File: src/rtl/up_counter8b_pkg.sv
// Shared definitions for the up-counter family: data width, FSM state
// encodings and small compare helpers.
package up_counter8b_pkg;

    localparam int unsigned CNT_W = 8;

    // State encodings are shared by every counter in the family.
    typedef enum logic [1:0] {
        ST_IDLE  = 2'b00,
        ST_COUNT = 2'b01,
        ST_HALT  = 2'b10
    } cnt_state_e;

    function automatic logic at_limit(
        input logic [CNT_W-1:0] cnt,
        input logic [CNT_W-1:0] lim
    );
        return cnt == lim;
    endfunction

endpackage

File: src/rtl/full_adder8b.sv
// Ripple-carry adder, CNT_W bits wide, built from per-bit full-adder equations.
module full_adder8b
    import up_counter8b_pkg::*;
(
    input  logic [CNT_W-1:0] A,
    input  logic [CNT_W-1:0] B,
    input  logic             Cin,
    output logic [CNT_W-1:0] S,
    output logic             Cout
);

    logic [CNT_W:0] c;

    assign c[0] = Cin;

    for (genvar i = 0; i < int'(CNT_W); i++) begin : g_bit
        assign S[i]   = A[i] ^ B[i] ^ c[i];
        assign c[i+1] = (A[i] & B[i]) | (c[i] & (A[i] ^ B[i]));
    end

    assign Cout = c[CNT_W];

endmodule

File: src/rtl/incrementer8b.sv
// A + 1 with carry-out; Cout flags the natural FF -> 00 overflow.
module incrementer8b
    import up_counter8b_pkg::*;
(
    input  logic [CNT_W-1:0] A,
    output logic [CNT_W-1:0] S,
    output logic             Cout
);

    full_adder8b u_fa (
        .A    (A),
        .B    (CNT_W'(0)),
        .Cin  (1'b1),
        .S    (S),
        .Cout (Cout)
    );

endmodule

File: src/rtl/up_counter8b.sv
// 8-bit up counter with load/clear, programmable terminal count and
// wrap-or-halt behaviour at the limit. All outputs come straight from flops.
module up_counter8b
    import up_counter8b_pkg::*;
#(
    parameter bit WRAP = 1'b1
) (
    input  logic             clk,
    input  logic             rst_n,
    input  logic             clr,
    input  logic             load,
    input  logic [CNT_W-1:0] load_val,
    input  logic             en,
    input  logic [CNT_W-1:0] limit,
    output logic [CNT_W-1:0] Q,
    output logic             Carry,
    output logic             Done,
    output logic             busy
);

    cnt_state_e       state_q, state_d;
    logic [CNT_W-1:0] q_q, q_d;
    logic             carry_q, carry_d;
    logic             done_q, done_d;
    logic             busy_q, busy_d;

    logic [CNT_W-1:0] inc_sum;
    logic             inc_cout;

    incrementer8b u_inc (
        .A    (q_q),
        .S    (inc_sum),
        .Cout (inc_cout)
    );

    // State and output registers; reset is sampled on the clock edge.
    always_ff @(posedge clk) begin
        if (!rst_n) begin
            state_q <= ST_IDLE;
            q_q     <= '0;
            carry_q <= 1'b0;
            done_q  <= 1'b0;
            busy_q  <= 1'b0;
        end else begin
            state_q <= state_d;
            q_q     <= q_d;
            carry_q <= carry_d;
            done_q  <= done_d;
            busy_q  <= busy_d;
        end
    end

    // Next-state / next-output logic, priority clr > load > en > hold.
    always_comb begin
        state_d = state_q;
        q_d     = q_q;
        carry_d = 1'b0;

        if (clr) begin
            state_d = ST_IDLE;
            q_d     = '0;
        end else if (load) begin
            state_d = en ? ST_COUNT : ST_IDLE;
            q_d     = load_val;
        end else begin
            case (state_q)
                ST_IDLE: begin
                    if (en) begin
                        state_d = ST_COUNT;
                    end
                end
                ST_COUNT: begin
                    if (!en) begin
                        state_d = ST_IDLE;
                    end else if (at_limit(q_q, limit)) begin
                        if (WRAP) begin
                            q_d     = '0;
                            carry_d = 1'b1;
                        end else begin
                            state_d = ST_HALT;
                        end
                    end else begin
                        // A count loaded above the limit overflows naturally.
                        q_d     = inc_sum;
                        carry_d = inc_cout;
                    end
                end
                ST_HALT: begin
                    state_d = ST_HALT;
                end
                default: begin
                    state_d = ST_IDLE;
                    q_d     = '0;
                end
            endcase
        end

        done_d = (state_d == ST_HALT);
        busy_d = (state_d == ST_COUNT);
    end

    assign Q     = q_q;
    assign Carry = carry_q;
    assign Done  = done_q;
    assign busy  = busy_q;

endmodule

File: config.mk
export PLATFORM = sky130hd
export DESIGN_NAME = up_counter8b
export DESIGN_NICKNAME = d
export VERILOG_FILES = /design/src/rtl/up_counter8b_pkg.sv /design/src/rtl/full_adder8b.sv /design/src/rtl/incrementer8b.sv /design/src/rtl/up_counter8b.sv
export SDC_FILE = /design/constraint.sdc
export NUM_CORES = 1
export LEC_CHECK = 0
export ABC_AREA = 0
export CORE_MARGIN = 2
export CORE_UTILIZATION = 39
export DETAILED_ROUTE_END_ITERATION = 10
export PLACE_DENSITY = 0.84
export SYNTH_ARGS = -nofsm -noshare
export SYNTH_HDL_FRONTEND = slang
export SYNTH_SLANG_ARGS = --single-unit
File: constraint.sdc
create_clock -name clk -period 2.6 [get_ports clk]
set_clock_uncertainty 0.05 [all_clocks]
set_input_delay 0.78 -clock clk [delete_from_list [all_inputs] [get_ports clk]]
set_output_delay 0.78 -clock clk [all_outputs]
set_load 0.03 [all_outputs]
After elaboration in Yosys (flattened, before gate mapping)

Index checks and enable logic that the tools add are counted.

Logic and storage cells: 46
Output and inout bits: 11
Bits in registers: 13
Input bits: 21

Bitwise logic cells: 18
Eq/ne operators: 7
Reductions and logical operators: 5
Muxes and demuxes: 11

Operator list:

| cell                                           | number |
|---|---|
| two-way mux 8 bit                              | 3 |
| case mux 8 bit (2 select lines)                | 1 |
| == test 8 bit                                  | 1 |
| two-way mux 2 bit                              | 4 |
| AND 1 bit                                      | 7 |
| XOR 1 bit                                      | 7 |
| case mux 2 bit (3 select lines)                | 1 |
| OR reduction 5 bit                             | 1 |
| == test 2 x 1 -> 1 bit (second input constant) | 2 |
| == test 2 bit (second input constant)          | 2 |
| inverter 1 bit                                 | 4 |
| OR reduction 2 bit                             | 2 |
| != test 3 bit (second input constant)          | 1 |
| logical NOT 2 bit                              | 1 |
| two-way mux 1 bit                              | 2 |
| != test 2 x 1 -> 1 bit (second input constant) | 1 |
| AND reduction 2 bit                            | 1 |

Depth between registers and ports, before layout

Gate-level depths: netlist of the first run.

Word-level depth: 11
Depth in mapped cells: 9
Gate-level depth less buffers: 9

Hierarchy

A second synthesis of the first run with hierarchy kept.

Cell total of the unflattened synthesis: 75
Area, all modules: 785.8 um^2

By module, submodules not included:

| module        | area each (um^2) | cells an instance | times used | sequential area each (um^2) |
|---|---|---|---|---|
| up_counter8b  | 580.6            | 55                | 1          | 260.2 |
| full_adder8b  | 197.7            | 18                | 1          | 0.0 |
| incrementer8b | 7.5              | 2                 | 1          | 0.0 |

Least setup slack after synthesis of the first run

Ideal clock, no wire load.

Path type: reg-to-reg
Start: register q_q[0], in the netlist Q[0]
End: register q_q[7], in the netlist Q[7]
Clock period less this slack: 2.074 ns
Path slack: 0.526 ns
Stages on the path, launching flop included: 9
Buffers on the path: 0
Data required time: 2.425 ns
Library setup time: 0.125 ns
Arrival time: 1.899 ns
Cells stage by stage: dfxtp_1 -> ha_1 -> ha_1 -> ha_1 -> ha_1 -> ha_1 -> ha_1 -> ha_1 -> o2bb2ai_1

Word-level cells in the longest chain between the ends: 11
Elaborated cells on any way between the ends: 12
Those cells by class: eq/ne (1); mux (4); bitwise (7)

Ends and longest elaborated chain:

| element                             | RTL line           | source |
|---|---|---|
| start, declared                     | up_counter8b.sv:22 | `logic [CNT_W-1:0] q_q, q_d;` |
| start signal, assigned              | up_counter8b.sv:46 | `q_q <= q_d;` |
| AND 1 bit (6 in a row)              | full_adder8b.sv:18 | `assign c[i+1] = (A[i] & B[i]) \| (c[i] & (A[i] ^ B[i]));` |
| XOR 1 bit                           | full_adder8b.sv:17 | `assign S[i] = A[i] ^ B[i] ^ c[i];` |
| two-way mux 8 bit (*)               | up_counter8b.sv:75 | `end else if (at_limit(q_q, limit)) begin` |
| two-way mux 8 bit (*)               | up_counter8b.sv:73 | `if (!en) begin` |
| case mux 8 bit (2 select lines) (*) | up_counter8b.sv:66 | `case (state_q)` |
| two-way mux 8 bit (*)               | up_counter8b.sv:62 | `end else if (load) begin` |

Mark *: on every way between the ends. The rest lies on a longest branch, timed or not. The select of a mux whose other input is x is not followed.
A chain may end at the register's enable or synchronous reset.

Worst setup path after layout of the first run

Start: register q_q[0], in the netlist Q[0]
End: output Q[0]

RTL lines:

| element       | RTL line           | source |
|---|---|---|
| end, declared | up_counter8b.sv:15 | `output logic [CNT_W-1:0] Q,` |

No word-level cell between the ends.

==> results by group, run 1 <==
CTS
  – Worst-path clk slew: approximately 80 ps
  – Cts bufs inserted: 3
  – Clock Tree Buf Depth: 2
  – Worst-Skew Late Latency: approximately 280 ps
  – Hold Buf Count CTS: 0
  – CTS H-tree lvls: 1
  – # resized after CTS: 0
  – CTS sink cnt: 13
  – CTS tree: built
  – Post-CTS setup buffer count: 0
  – Root buf cell: clkbuf_4

STA
  – Period utilization: 87.4%
  – RSZ-0062 raised after global routing: no
  – Slew Limit Headroom: 78.4%
  – Final setup vio count: 0
  – Setup TNS: 0 ps
  – Final Hold Fails: 0
  – Slew at the pin closest to its max-slew limit: 323 ps
  – Max-slew violations: 0
  – Top achievable clock speed: around 0.44 GHz
  – Fin crit period: about 2300 ps

Setup path
  – FF-to-FF path depth: 9
  – Crit start category: flop
  – R2r startpoint: Q[0]
  – Worst path bufs/invs: 1
  – CP required: 1770 ps
  – Crit. End Element: output port
  – CP Cell Sequence: clkdlybuf4s50_1
  – Slowest cell on crit path: clkdlybuf4s50_1
  – Crit path max-delay family: buffers and inverters
  – R2R setup slack: 530 ps
  – Worst EP arrival: 1440 ps
  – Critical path type: reg2out
  – Crit-path max FO: 5
  – RR Endpoint: Carry
  – CP max stage delay: about 720 ps

Global route
  – Total congestion overflow: 0
  – Global-route wire length before repair: 2.55 mm
  – Number of global-route vias before repair: 592
  – Initial antenna violation count: 0
  – Total track usage: 17.5%
  – Largest net degree at the start of global routing: 13

Logic synthesis
  – Synth Instances: 63
  – Synth Area per Inst: 11.0 µm²
  – Distinct cells, synth: 17
  – Net Count, Synth: 91
  – Number of synthesized flops with an enable pin: 0
  – Top-area cell type share of the netlist area: 37.6%
  – Synth warn: 0
  – Synth Register Bits: 13
  – Top post-synthesis cells by area: dfxtp_1, ha_1, o2bb2ai_1
  – Main synth FF type: dfxtp_1
  – Synth top cells by count: dfxtp_1, a22oi_1, o2bb2ai_1, xor2_1, ha_1
  – Top-count cell post-synth: dfxtp_1
  – Sequential share of the synthesized area: 37.6%
  – Synth async-reset ratio: 0%
  – Dominant cell type by area after synthesis: dfxtp_1
  – Mapped Area: about 700 µm²

Job
  – Max-cap violations: 0

Detailed routing
  – Initial DRT Pass Iterations: 4
  – Final WL: 1.69 mm
  – DRC: 0
  – Mean number of vias per cell: 5.39
  – Avg WL per Cell: 14.5 µm
  – Total number of vias: 625
  – ANT nets after route: 0
  – DRT iter0 DRCs: 20

Finish
  – Antenna diodes: 0
  – Finished Core Util: 63.0%
  – Layout Area Growth over Synthesis: 53.7%
  – Fin nets: 128
  – Layout cell share with drive strength beyond 1: between 10% and 20%
  – Multi-input gate area: 419 µm²
  – Register Area: 260 µm²
  – Fill cell count: roughly 140

Floorplan
  – # rows: 15
  – Die H: approximately 46 µm
  – Die Area: ~0.0021 mm²
  – Starting Density: 41.0%
  – Core area: between 0.0015 and 0.002 mm²
  – IO Pins: 32
  – Die width: 46.1 µm

Power and ir drop
  – Int Power: about 0.32 mW
  – Pleak: 0.432 nW
  – Clk network pwr share: 30.2%
  – Psw: 0.117 mW
  – Maximum vdd drop: roughly 0.26 mV
  – Sequential group share of total power: 48.6%
  – Comb power frac: about a fifth
  – Net Sw Frac: 27.0%
  – Pwr Density: 406 mW/mm²

Place
  – Placed wire-length estimate: 1.28 mm
  – Gpl congestion: 0.716
  – I/O Buffers: 31

Min path
  – Worst Hold Depth: 1
  – HP Class: reg2reg
  – Hold path startpoint: state_q[0]
  – Hold Path End: state_q[1]

Outcome
  – Status: completed
how the worst max path moves through the flow:
stage / startpoint / end / slack (ps) / depth (start not counted)
after floorplan: Q[0] / Q[7] / 530 / 8
after global routing: Q[0] / Q[0] / 300 / 1
after CTS: Q[0] / Q[0] / 320 / 1
after global placement: limit[3] / Q[2] / 400 / 5
final: Q[0] / Q[0] / 330 / 1
after detailed placement: limit[3] / Q[1] / 380 / 5
cell families after synthesis:
logic type                 Yosys count  share of synthesized area (%)
AOI/OAI and AO/OA                   19                           23.0
xor gates and xnor gates             8                           10.1
adders and majority gates            7                           12.7
buffers and inverters                3                           1.81
DFF                                 13                           37.6
and+or+nand+nor                     13                           14.8
power groups by stage:
stage	Sequential, mW	Combinational, mW	Clock [mW]
floorplan	0.223	0.0331	0
global placement	0.215	0.0902	0
detailed placement	0.215	0.0915	0
CTS	0.210	0.0920	0.132
global route	0.211	0.0978	0.140
finish	0.210	0.0915	0.130
layout make-up:
class / instances / share of cell area, %
clock buffers: 4 / 2.47
inverters: 1 / 0.353
multi-input cells: 47 / 39.4
flip-flops and latches: 13 / 24.5
well taps: 17 / 2.00
repair buffers: 34 / 31.3
sequential cells by signal (all words and copies together), names as in the netlist:
signal   flops
Done         1
busy         1
Q            8
Carry        1
state_q      2
through the flow:
stage          setup WS (ps)  std cells  hold slack [ps]  total power [mW]  area (µm²)
6_report                 329        116              443             0.432        1060
5_1_grt                  301        116              482             0.448        1060
4_1_cts                  323        116              433             0.434        1060
3_5_place_dp             378        112              422             0.306        1040
3_3_place_gp             404        112              415             0.305        1040
2_1_floorplan            526         63              390             0.256         692
routing by layer:
metal  vias up  global-route usage (%)  wire [µm]
li1        309                       -          -
met1       291                    20.5        745
met2        23                    28.9        832
met3         2                    5.10         87
met4         0                    8.57         21
met5         -                       0          0
layout by cell type (no fill, tap or decap):
| cell | count |
|---|---|
| o21a_1 | 1 |
| nor3_1 | 2 |
| o2bb2ai_1 | 8 |
| ha_1 | 7 |
| xor2_1 | 8 |
| a21oi_1 | 1 |
| a22oi_1 | 8 |
| inv_1 | 1 |
| nand2b_1 | 3 |
| a21oi_4 | 1 |
| nor2_1 | 4 |
| nor4_4 | 2 |
| dfxtp_1 | 13 |
| buf_4 | 3 |
| clkbuf_1 | 1 |
| clkbuf_4 | 3 |
| and4bb_2 | 1 |
| clkdlybuf4s50_1 | 31 |
| nand2_1 | 1 |
(Power assumes the default switching activity.)
==> run 2: changes to the inputs <==
- CORE_UTILIZATION: 39 -> 42
- PLACE_DENSITY: 0.84 -> 0.86
- SYNTH_HIERARCHICAL: default -> 1
==> results by group, run 2 <==
Power and ir drop
  – Pwr Density: 369 mW/mm²
  – Comb power frac: between 20% and 30%
  – Sequential group share of total power: between 40% and 50%
  – Int Power: 0.328 mW
  – Pleak: 0.486 nW
  – Clk network pwr share: 27.2%
  – Net Sw Frac: around 28%
  – Maximum vdd drop: 0.203 mV
  – Final Power: between 0.4 and 0.5 mW
  – Psw: 0.127 mW

Floorplan
  – Die H: 47.3 µm
  – Core area: ~0.0017 mm²
  – IO Pins: 32
  – Starting Density: between 40% and 50%
  – Die Area: 0.00223 mm²
  – Die width: about 47 µm
  – # rows: 15

Logic synthesis
  – Sequential share of the synthesized area: 33.1%
  – Top-area cell type share of the netlist area: 33.1%
  – Synth async-reset ratio: 0%
  – Synth Instances: 75
  – Synth Area per Inst: about 10 µm²
  – Distinct cells, synth: 20
  – Dominant cell type by area after synthesis: dfxtp_1
  – Synth warn: 6
  – Top-count cell post-synth: dfxtp_1
  – Mapped Area: 786 µm²
  – Main synth FF type: dfxtp_1
  – Number of synthesized flops with an enable pin: 0
  – Synth Register Bits: 13
  – Top post-synthesis cells by area: dfxtp_1, fa_1, o2bb2ai_1
  – Synth top cells by count: dfxtp_1, inv_1

CTS
  – CTS sink cnt: 13
  – CTS tree: built
  – Worst-path clk slew: 80 ps
  – Cts bufs inserted: 3
  – Worst-Skew Late Latency: 270 ps
  – CTS H-tree lvls: 1
  – Clock Tree Buf Depth: 2
  – Post-CTS setup buffer count: 0
  – Hold Buf Count CTS: 0
  – Root buf cell: clkbuf_4

Setup path
  – CP max stage delay: 390 ps
  – Slowest cell on crit path: fa_1
  – Critical path startpoint: Q[0]
  – Most frequent CP cell: fa_2
  – Worst EP arrival: 3590 ps
  – Critical path type: reg2reg
  – CP required: 2750 ps
  – Crit-path max FO: 2
  – Crit start category: flop
  – R2r startpoint: Q[0]
  – Crit. End Element: flop
  – CP Cell Sequence: fa_2 > inv_2 > fa_2 > inv_2 > fa_2 > fa_2 > fa_2 > fa_2 > fa_2 > inv_2 > fa_1 > inv_1 > o2bb2ai_1

STA
  – Max-slew violations: 0
  – Fin crit period: approximately 3400 ps
  – Final setup vio count: 4
  – Final WS setup: -839 ps
  – RSZ-0062 raised after global routing: yes
  – Top achievable clock speed: 0.291 GHz
  – Period utilization: 132%
  – Final Hold Fails: 0

Finish
  – Most frequent cells in the layout: clkdlybuf4s50_1, dfxtp_1, conb_1
  – Finished Cell Area: 0.00123 mm²
  – Antenna diodes: 0
  – Layout cell share with drive strength beyond 1: 20.0%
  – Finished Core Util: 70.5%
  – Most common cell after layout, fill and taps aside: clkdlybuf4s50_1
  – Fin nets: 150
  – Layout Area Growth over Synthesis: 56.7%
  – Max reg flops: 8

Detailed routing
  – ANT nets after route: 0
  – Avg WL per Cell: 13.5 µm
  – Mean number of vias per cell: 4.88
  – Initial DRT Pass Iterations: 3
  – Total number of vias: slightly above 700
  – Final WL: 1.95 mm
  – DRC: 0
  – DRT iter0 DRCs: 16

Outcome
  – Status: finished with violations
  – Failing checks: negative setup slack

Global route
  – Largest net degree at the start of global routing: 11
  – Total track usage: 19.9%
  – Number of global-route vias before repair: ~700
  – Initial antenna violation count: 0
  – Total congestion overflow: 0
  – Global-route wire length before repair: 3.03 mm

Min path
  – HP Class: reg2reg
  – Hold path startpoint: state_q[0]

Place
  – I/O Buffers: 31
  – Placed wire-length estimate: 1.52 mm
  – Dpl cell area: 0.00119 mm²
  – Gpl congestion: about 0.78

Job
  – Max-cap violations: 0
[run 2: path summary, 6_finish.rpt]
path         endpoint  slack (ps)  depth (start not counted)
max              Q[7]        -840                         13
max reg2reg      Q[7]        -840                         13
min reg2reg      Done         460                          1
min              Done         460                          1
[run 2: power groups by stage]
stage | clock network, mW | registers, mW | logic, mW
after floorplan | 0 | 0.225 | 0.0475
after global placement | 0 | 0.215 | 0.114
after detailed placement | 0 | 0.215 | 0.116
after CTS | 0.126 | 0.210 | 0.120
after global routing | 0.130 | 0.211 | 0.132
final | 0.124 | 0.210 | 0.121
[run 2: logic make-up after synthesis]
logic type,synth area share [%]
buf+inv,5.89
other cells,0.956
fa+ha+maj,20.4
xor+xnor,8.92
compound gates,19.3
simple gates,11.5
flops,33.1
[run 2: metal layers]
metal | up-vias | global-route usage [%] | part of all wire (%)
met5 | - | 0 | 0
met4 | 0 | 9.44 | 1.1
met3 | 4 | 4.23 | 4.5
met2 | 25 | 33.8 | 52
met1 | 341 | 23.7 | 42
li1 | 337 | - | -
[run 2: area by class of cell]
cell class	count	area (µm²)
multi-input cells	57	523
flip-flops and latches	13	265
well taps	25	31.3
repair buffers	36	348
inverters	10	37.5
clock buffers	4	26.3
fillers	150	514
[run 2: metrics by stage]
step / cells / setup WS, ps / hold slack [ps] / setup TNS, ps
2_1_floorplan: 82 / 72.2 / 391 / 0
3_3_place_gp: 141 / -949 / 413 / -2540
3_5_place_dp: 141 / -1040 / 426 / -2870
4_1_cts: 145 / -937 / 433 / -2530
5_1_grt: 145 / -947 / 485 / -2520
6_report: 145 / -839 / 456 / -2190
[run 2: repair_timing]
| item | 4_1_cts | 5_1_grt |
|---|---|---|
| cloned | 0 | 0 |
| resized for setup | 7 | 0 |
| setup endpoints to repair | 4 | 4 |
| pin swaps | 6 | 5 |
[run 2: worst max-delay path: cells and delay by family (launching register included)]
| family | cells | cell delay [ps] |
|---|---|---|
| buffers and inverters | 4 | 220 |
| AO/OA/AOI/OAI | 1 | 100 |
| adder cells (fa/ha/maj) | 8 | 2640 |
| flip-flops | 1 | 350 |
